[src/rtl/riscv_dmi_frontend.sv]
// riscv_dmi_frontend: DMI request/response front-end driving a DM register bus; RISCV_DMI_FRONTEND_TIMEOUT_EN adds an access timeout
package riscv_dm_pkg;
  localparam int DMI_ADDR_WIDTH = 7;
  localparam int DMI_DATA_WIDTH = 32;
  localparam int DMI_OP_WIDTH = 2;
  localparam logic [1:0] DMI_OP_NOP = 2'd0;
  localparam logic [1:0] DMI_OP_READ = 2'd1;
  localparam logic [1:0] DMI_OP_WRITE = 2'd2;
  localparam logic [1:0] DMI_OP_RSVD = 2'd3;
  localparam logic [1:0] DMI_RESP_SUCCESS = 2'd0;
  localparam logic [1:0] DMI_RESP_FAILED = 2'd2;
endpackage

module riscv_dmi_frontend #(
  parameter int ADDR_WIDTH = riscv_dm_pkg::DMI_ADDR_WIDTH,
  parameter int DATA_WIDTH = riscv_dm_pkg::DMI_DATA_WIDTH,
  parameter int OP_WIDTH = riscv_dm_pkg::DMI_OP_WIDTH,
  parameter int TIMEOUT_CYCLES = 255
) (
  input  logic                  clk_i,
  input  logic                  rst_i,
  input  logic                  req_valid_i,
  output logic                  req_ready_o,
  input  logic [ADDR_WIDTH-1:0] req_addr_i,
  input  logic [DATA_WIDTH-1:0] req_data_i,
  input  logic [OP_WIDTH-1:0]   req_op_i,
  output logic                  resp_valid_o,
  input  logic                  resp_ready_i,
  output logic [DATA_WIDTH-1:0] resp_data_o,
  output logic [OP_WIDTH-1:0]   resp_op_o,
  output logic                  reg_req_o,
  output logic                  reg_we_o,
  output logic [ADDR_WIDTH-1:0] reg_addr_o,
  output logic [DATA_WIDTH-1:0] reg_wdata_o,
  input  logic                  reg_gnt_i,
  input  logic                  reg_rvalid_i,
  input  logic [DATA_WIDTH-1:0] reg_rdata_i,
  input  logic                  reg_err_i
);
  import riscv_dm_pkg::*;

  typedef enum logic [1:0] {IDLE, ACCESS, WAIT, RESP} state_t;

  localparam logic [OP_WIDTH-1:0] OP_NOP = OP_WIDTH'(DMI_OP_NOP);
  localparam logic [OP_WIDTH-1:0] OP_READ = OP_WIDTH'(DMI_OP_READ);
  localparam logic [OP_WIDTH-1:0] OP_WRITE = OP_WIDTH'(DMI_OP_WRITE);
  localparam logic [OP_WIDTH-1:0] RESP_OK = OP_WIDTH'(DMI_RESP_SUCCESS);
  localparam logic [OP_WIDTH-1:0] RESP_FAIL = OP_WIDTH'(DMI_RESP_FAILED);

  state_t state, state_n;
  logic [OP_WIDTH-1:0] op_q, resp_op_n, cpl_op;
  logic [DATA_WIDTH-1:0] resp_data_n, cpl_data;
  logic accept, done, timeout;

  assign req_ready_o = (state == IDLE) & ~rst_i;
  assign resp_valid_o = state == RESP;
  assign reg_req_o = state == ACCESS;
  assign reg_we_o = (state == ACCESS) & (op_q == OP_WRITE);
  assign accept = req_valid_i & req_ready_o;
  assign done = ((state == ACCESS) & reg_gnt_i & reg_rvalid_i) | ((state == WAIT) & reg_rvalid_i);
  assign cpl_op = reg_err_i ? RESP_FAIL : RESP_OK;
  assign cpl_data = ((op_q == OP_READ) & ~reg_err_i) ? reg_rdata_i : '0;

`ifdef RISCV_DMI_FRONTEND_TIMEOUT_EN
  localparam int CW = $clog2(TIMEOUT_CYCLES + 1);
  logic [CW-1:0] cnt;
  assign timeout = ((state == ACCESS) | (state == WAIT)) & (cnt == CW'(TIMEOUT_CYCLES));
  // access-age counter: restarts on each new bus access, runs while the access is open
  always_ff @(posedge clk_i) begin
    if (rst_i) cnt <= '0;
    else if (state == IDLE) cnt <= '0;
    else if ((state == ACCESS) | (state == WAIT)) cnt <= cnt + CW'(1);
  end
`else
  logic timeout_unused;
  assign timeout_unused = TIMEOUT_CYCLES[0];
  assign timeout = 1'b0;
`endif

  // next state and the response captured on entry to RESP; completion beats timeout
  always_comb begin
    state_n = state;
    resp_data_n = resp_data_o;
    resp_op_n = resp_op_o;
    case (state)
      IDLE: if (accept) begin
        state_n = (req_op_i == OP_READ || req_op_i == OP_WRITE) ? ACCESS : RESP;
        resp_data_n = '0;
        resp_op_n = (req_op_i == OP_NOP) ? RESP_OK : RESP_FAIL;
      end
      ACCESS, WAIT: if (done) begin
        state_n = RESP;
        resp_data_n = cpl_data;
        resp_op_n = cpl_op;
      end else if (timeout) begin
        state_n = RESP;
        resp_data_n = '0;
        resp_op_n = RESP_FAIL;
      end else if (state == ACCESS && reg_gnt_i) state_n = WAIT;
      default: if (resp_ready_i) state_n = IDLE;
    endcase
  end

  // state, latched request and held response
  always_ff @(posedge clk_i) begin
    if (rst_i) begin
      state <= IDLE;
      op_q <= '0;
      reg_addr_o <= '0;
      reg_wdata_o <= '0;
      resp_data_o <= '0;
      resp_op_o <= '0;
    end else begin
      state <= state_n;
      resp_data_o <= resp_data_n;
      resp_op_o <= resp_op_n;
      if (accept) begin
        op_q <= req_op_i;
        reg_addr_o <= req_addr_i;
        reg_wdata_o <= req_data_i;
      end
    end
  end
endmodule
[config.mk]
export PLATFORM = sky130hd
export DESIGN_NAME = riscv_dmi_frontend
export DESIGN_NICKNAME = d
export VERILOG_FILES = /design/src/rtl/riscv_dmi_frontend.sv
export SDC_FILE = /design/constraint.sdc
export NUM_CORES = 1
export LEC_CHECK = 0
export BUFFER_PORTS_ARGS = -buffer_cell sky130_fd_sc_hd__buf_2
export CORE_ASPECT_RATIO = 1.5
export CORE_MARGIN = 3
export CORE_UTILIZATION = 35
export DETAILED_ROUTE_END_ITERATION = 8
export HOLD_SLACK_MARGIN = 0.08
export PLACE_DENSITY = 0.62
export SKIP_LAST_GASP = 1
export SLEW_MARGIN = 30
export SYNTH_ARGS = -nofsm -noshare
export SYNTH_HDL_FRONTEND = slang
export SYNTH_SLANG_ARGS = --single-unit
[constraint.sdc]
create_clock -name clk_i -period 2.26 [get_ports clk_i]
set_input_delay 0.113 -clock clk_i [delete_from_list [all_inputs] [get_ports clk_i]]
set_output_delay 0.113 -clock clk_i [all_outputs]
set_load 0.02 [all_outputs]
==> results.py <==
metrics = {
    "status": {
        "status": "complete, no violations",
    },
    "clock_network": {
        "post_cts_resized": 0,
        "cts_made_buffers": 9,
        "clockRootBuffer": "clkbuf_16",
        "clk_pin_slew_worst_paths_ns": 0.06,
        "clock_insertion_delay_worst_skew_ns": 0.32,
        "cts_sinks": 76,
        "htreeDepth": 3,
        "clk_path_buf_depth": 2,
        "cts_tree": "built",
    },
    "setup_path": {
        "path_max_fanout": 20,
        "path_class": "flop to flop",
        "crit_chain": "inv_1 > ha_1 > a21boi_0 > a221o_2 > buf_4 > mux2i_1",
        "cp_data_required_time_ns": 2.51,
        "crit_family": "compound AO/OA/AOI/OAI gates",
        "slowest_stage": "ha_1",
        "endpoint_kind": "flop",
        "crit_path_start_kind": "flop",
        "cp.depth": 6,
        "crit_buf_inv": 2,
        "rr_worst_depth": 6,
        "max_stage_delay_ns": 0.41,
        "arrival_ns": 2.27,
    },
    "run": {
        "maxCapViolCount": 0,
    },
    "yosys": {
        "synthArstFlopShare_pct": 0,
        "syn_inst": 364,
        "synthTopCellsByCount": "dfxtp_1 (76), nand2b_1 (75), nand2_1 (42), o21ai_0 (42), mux2i_1 (35)",
        "synth_edf_count": 0,
        "synth.avg_cell_area_um2": 9.29,
        "synth-seq-cells": 76,
        "synth_top_area_share_pct": 45.0,
        "netlist_area_um2": 3380,
        "ys_seq_area_share_pct": 45.0,
        "synth_largest_area_cell": "dfxtp_1",
        "yosysWarnings": 0,
        "synth-main-ff-cell": "dfxtp_1",
        "synth_cell_types": 28,
        "synth_fp_nets": 449,
        "yosys.cell_count.top_type": "dfxtp_1",
        "netlist_top_cells_area": "dfxtp_1 (45%), nand2b_1 (14%), mux2i_1 (10%), nand3b_1 (7.1%), o21ai_0 (6.2%)",
    },
    "global_route": {
        "use_met1_pct": 20.7,
        "grt_util_met2_pct": 30.5,
        "top_usage_layer": "met2",
        "met3_usage_pct": 5.46,
        "grt_pass1_vias": 3381,
        "grt_usage_pct": 17.8,
        "grt_first_pass_wirelength_um": 15800,
        "grt_antenna_before_repair": 0,
        "grt_overflow": 0,
        "grt_max_degree": 47,
    },
    "floorplan": {
        "rows": 43,
        "die_width_um": 86.2,
        "die_area_um2": 10900,
        "die_y_um": 126,
        "fp.coreArea_um2": 9310,
        "io_pins": 157,
        "start_util_pct": 36.3,
    },
    "placed_design": {
        "dp_hpwl_um": 6000,
        "place_congestion": 0.714,
        "port_buffers": 155,
        "dp.cells": 606,
    },
    "pwr": {
        "powerDensity_nw_per_um2": 915,
        "p_sw_share_pct": 30.9,
        "vdd_drop_max_mv": 0.549,
        "p_int_mw": 3.31,
        "clkPwrFrac_pct": 34.3,
        "seq_power_share_pct": 33.7,
        "p_leak_nw": 2.46,
        "combPwrFrac_pct": 32.0,
        "switching_power_mw": 1.48,
    },
    "sta": {
        "fin_setup_tns_ns": 0,
        "setup_viol": 0,
        "tightest_slew_ns": 0.556,
        "min_period_ns": 2.02,
        "rsz0062_at_grt": "no",
        "fin_skew_ns": 0.00614,
        "fmax_mhz": 494,
        "hold_violations": 0,
        "slew_headroom_pct": 62.9,
        "drv_slew": 0,
        "post-route-period-util_pct": 89.5,
    },
    "cells_and_area": {
        "syn_to_final_growth_pct": 54.9,
        "final_core_util_pct": 56.3,
        "diodes": 0,
        "fin_cells": 695,
        "fin_nets": 663,
        "drive_above_1_share_pct": 31.4,
    },
    "hold_path": {
        "worst_hold_path_type": "primary input to flop",
        "whs_path_depth": 4,
    },
    "detailed_routing": {
        "drtIter0Drc": 93,
        "wl_um": 9330,
        "drt_pre_antenna_iters": 4,
        "drc": 0,
        "ant_nets": 0,
        "vias_per_cell": 4.66,
        "vias": 3238,
        "wl_per_cell_um": 13.4,
    },
}
power by group through the flow:
stage               combinational (mW)  clock, mW  sequential [mW]
floorplan                         1.05          0             1.81
CTS                               1.55       1.70             1.61
global placement                  1.43          0             1.63
finish                            1.54       1.64             1.61
detailed placement                1.45          0             1.64
global route                      1.67       1.76             1.64
worst reg2reg max path, stage by stage, from the launching register on:
cell,delay [ns]
dfxtp_1,0.38
inv_1,0.08
ha_1,0.41
a21boi_0,0.27
a221o_2,0.23
buf_4,0.33
mux2i_1,0.25
placed cells by master (no fill, tap or decap), types with 2 or more instances in the layout:
cell type | synthesis | layout
buf_4 | 1 | 7
clkbuf_16 | 0 | 9
buf_2 | 6 | 155
nor3_1 | 2 | 2
nand3b_1 | 32 | 32
o21ai_0 | 42 | 42
nand2_1 | 42 | 42
bufinv_16 | 0 | 3
nand2b_1 | 75 | 75
ha_1 | 5 | 5
dlygate4sd3_1 | 0 | 73
mux2i_1 | 35 | 35
dfxtp_1 | 76 | 76
inv_1 | 5 | 5
nor2b_1 | 5 | 5
stage by stage:
stage	worst slack, ns	cell area, um2	power [mW]	hold slack, ns
6_report	0.238	5240	4.79	0.279
5_1_grt	0.0493	5240	5.07	0.319
4_1_cts	0.210	5240	4.86	0.253
3_5_place_dp	0.230	4160	3.09	0.312
3_3_place_gp	0.337	4160	3.06	0.307
2_1_floorplan	0.422	3380	2.86	0.222
state kept, by name (all words and copies together), names as in the netlist:
signal and flops:
op_q 2, reg_addr_o 7, reg_wdata_o 32, resp_data_o 32, resp_op_o 1, state 2
kinds of logic (layout without fill, tap and decap cells):
family / count (synthesis) / after routing / share of synthesized area, %
and+or+nand+nor: 162 / 162 / 28.5
DFF: 76 / 76 / 45.0
adders and majority gates: 5 / 5 / 1.85
other: 1 / 1 / 0.111
muxes: 36 / 36 / 10.8
AOI/OAI and AO/OA: 47 / 47 / 7.36
buffers and inverters: 37 / 256 / 6.33
repair_timing:
| action | CTS | global route |
|---|---|---|
| setup buffers | 0 | 0 |
| endpoints found under the hold margin | 73 | 0 |
| hold buffers | 73 | 0 |
per-layer routing:
metal  routed length (um)  up-vias
li1                     -     1625
met1                 3760     1490
met2                 4770      111
met3                  658       12
met4                  133        0
met5                    0        -
worst paths after layout:
kind / from / end / slack [ns]
max reg2reg: state[0]$_SDFFE_PP0P_ / resp_data_o[5]$_SDFFE_PP0P_ / 0.24
max: state[0]$_SDFFE_PP0P_ / resp_data_o[5]$_SDFFE_PP0P_ / 0.24
min reg2reg: reg_wdata_o[29]$_SDFFE_PP0P_ / reg_wdata_o[29]$_SDFFE_PP0P_ / 0.47
min: reg_rvalid_i / state[0]$_SDFFE_PP0P_ / 0.28
final cells by class:
| type | instances | area, um2 |
|---|---|---|
| Tap cell | 112 | 140 |
| Timing Repair Buffer | 235 | 1560 |
| Multi-Input combinational cell | 251 | 1650 |
| Sequential cell | 76 | 1520 |
| Clock buffer | 10 | 239 |
| Fill cell | 823 | 4070 |
| Inverter | 5 | 18.8 |
| Clock inverter | 6 | 111 |
Power figures use the tool's default switching activity.
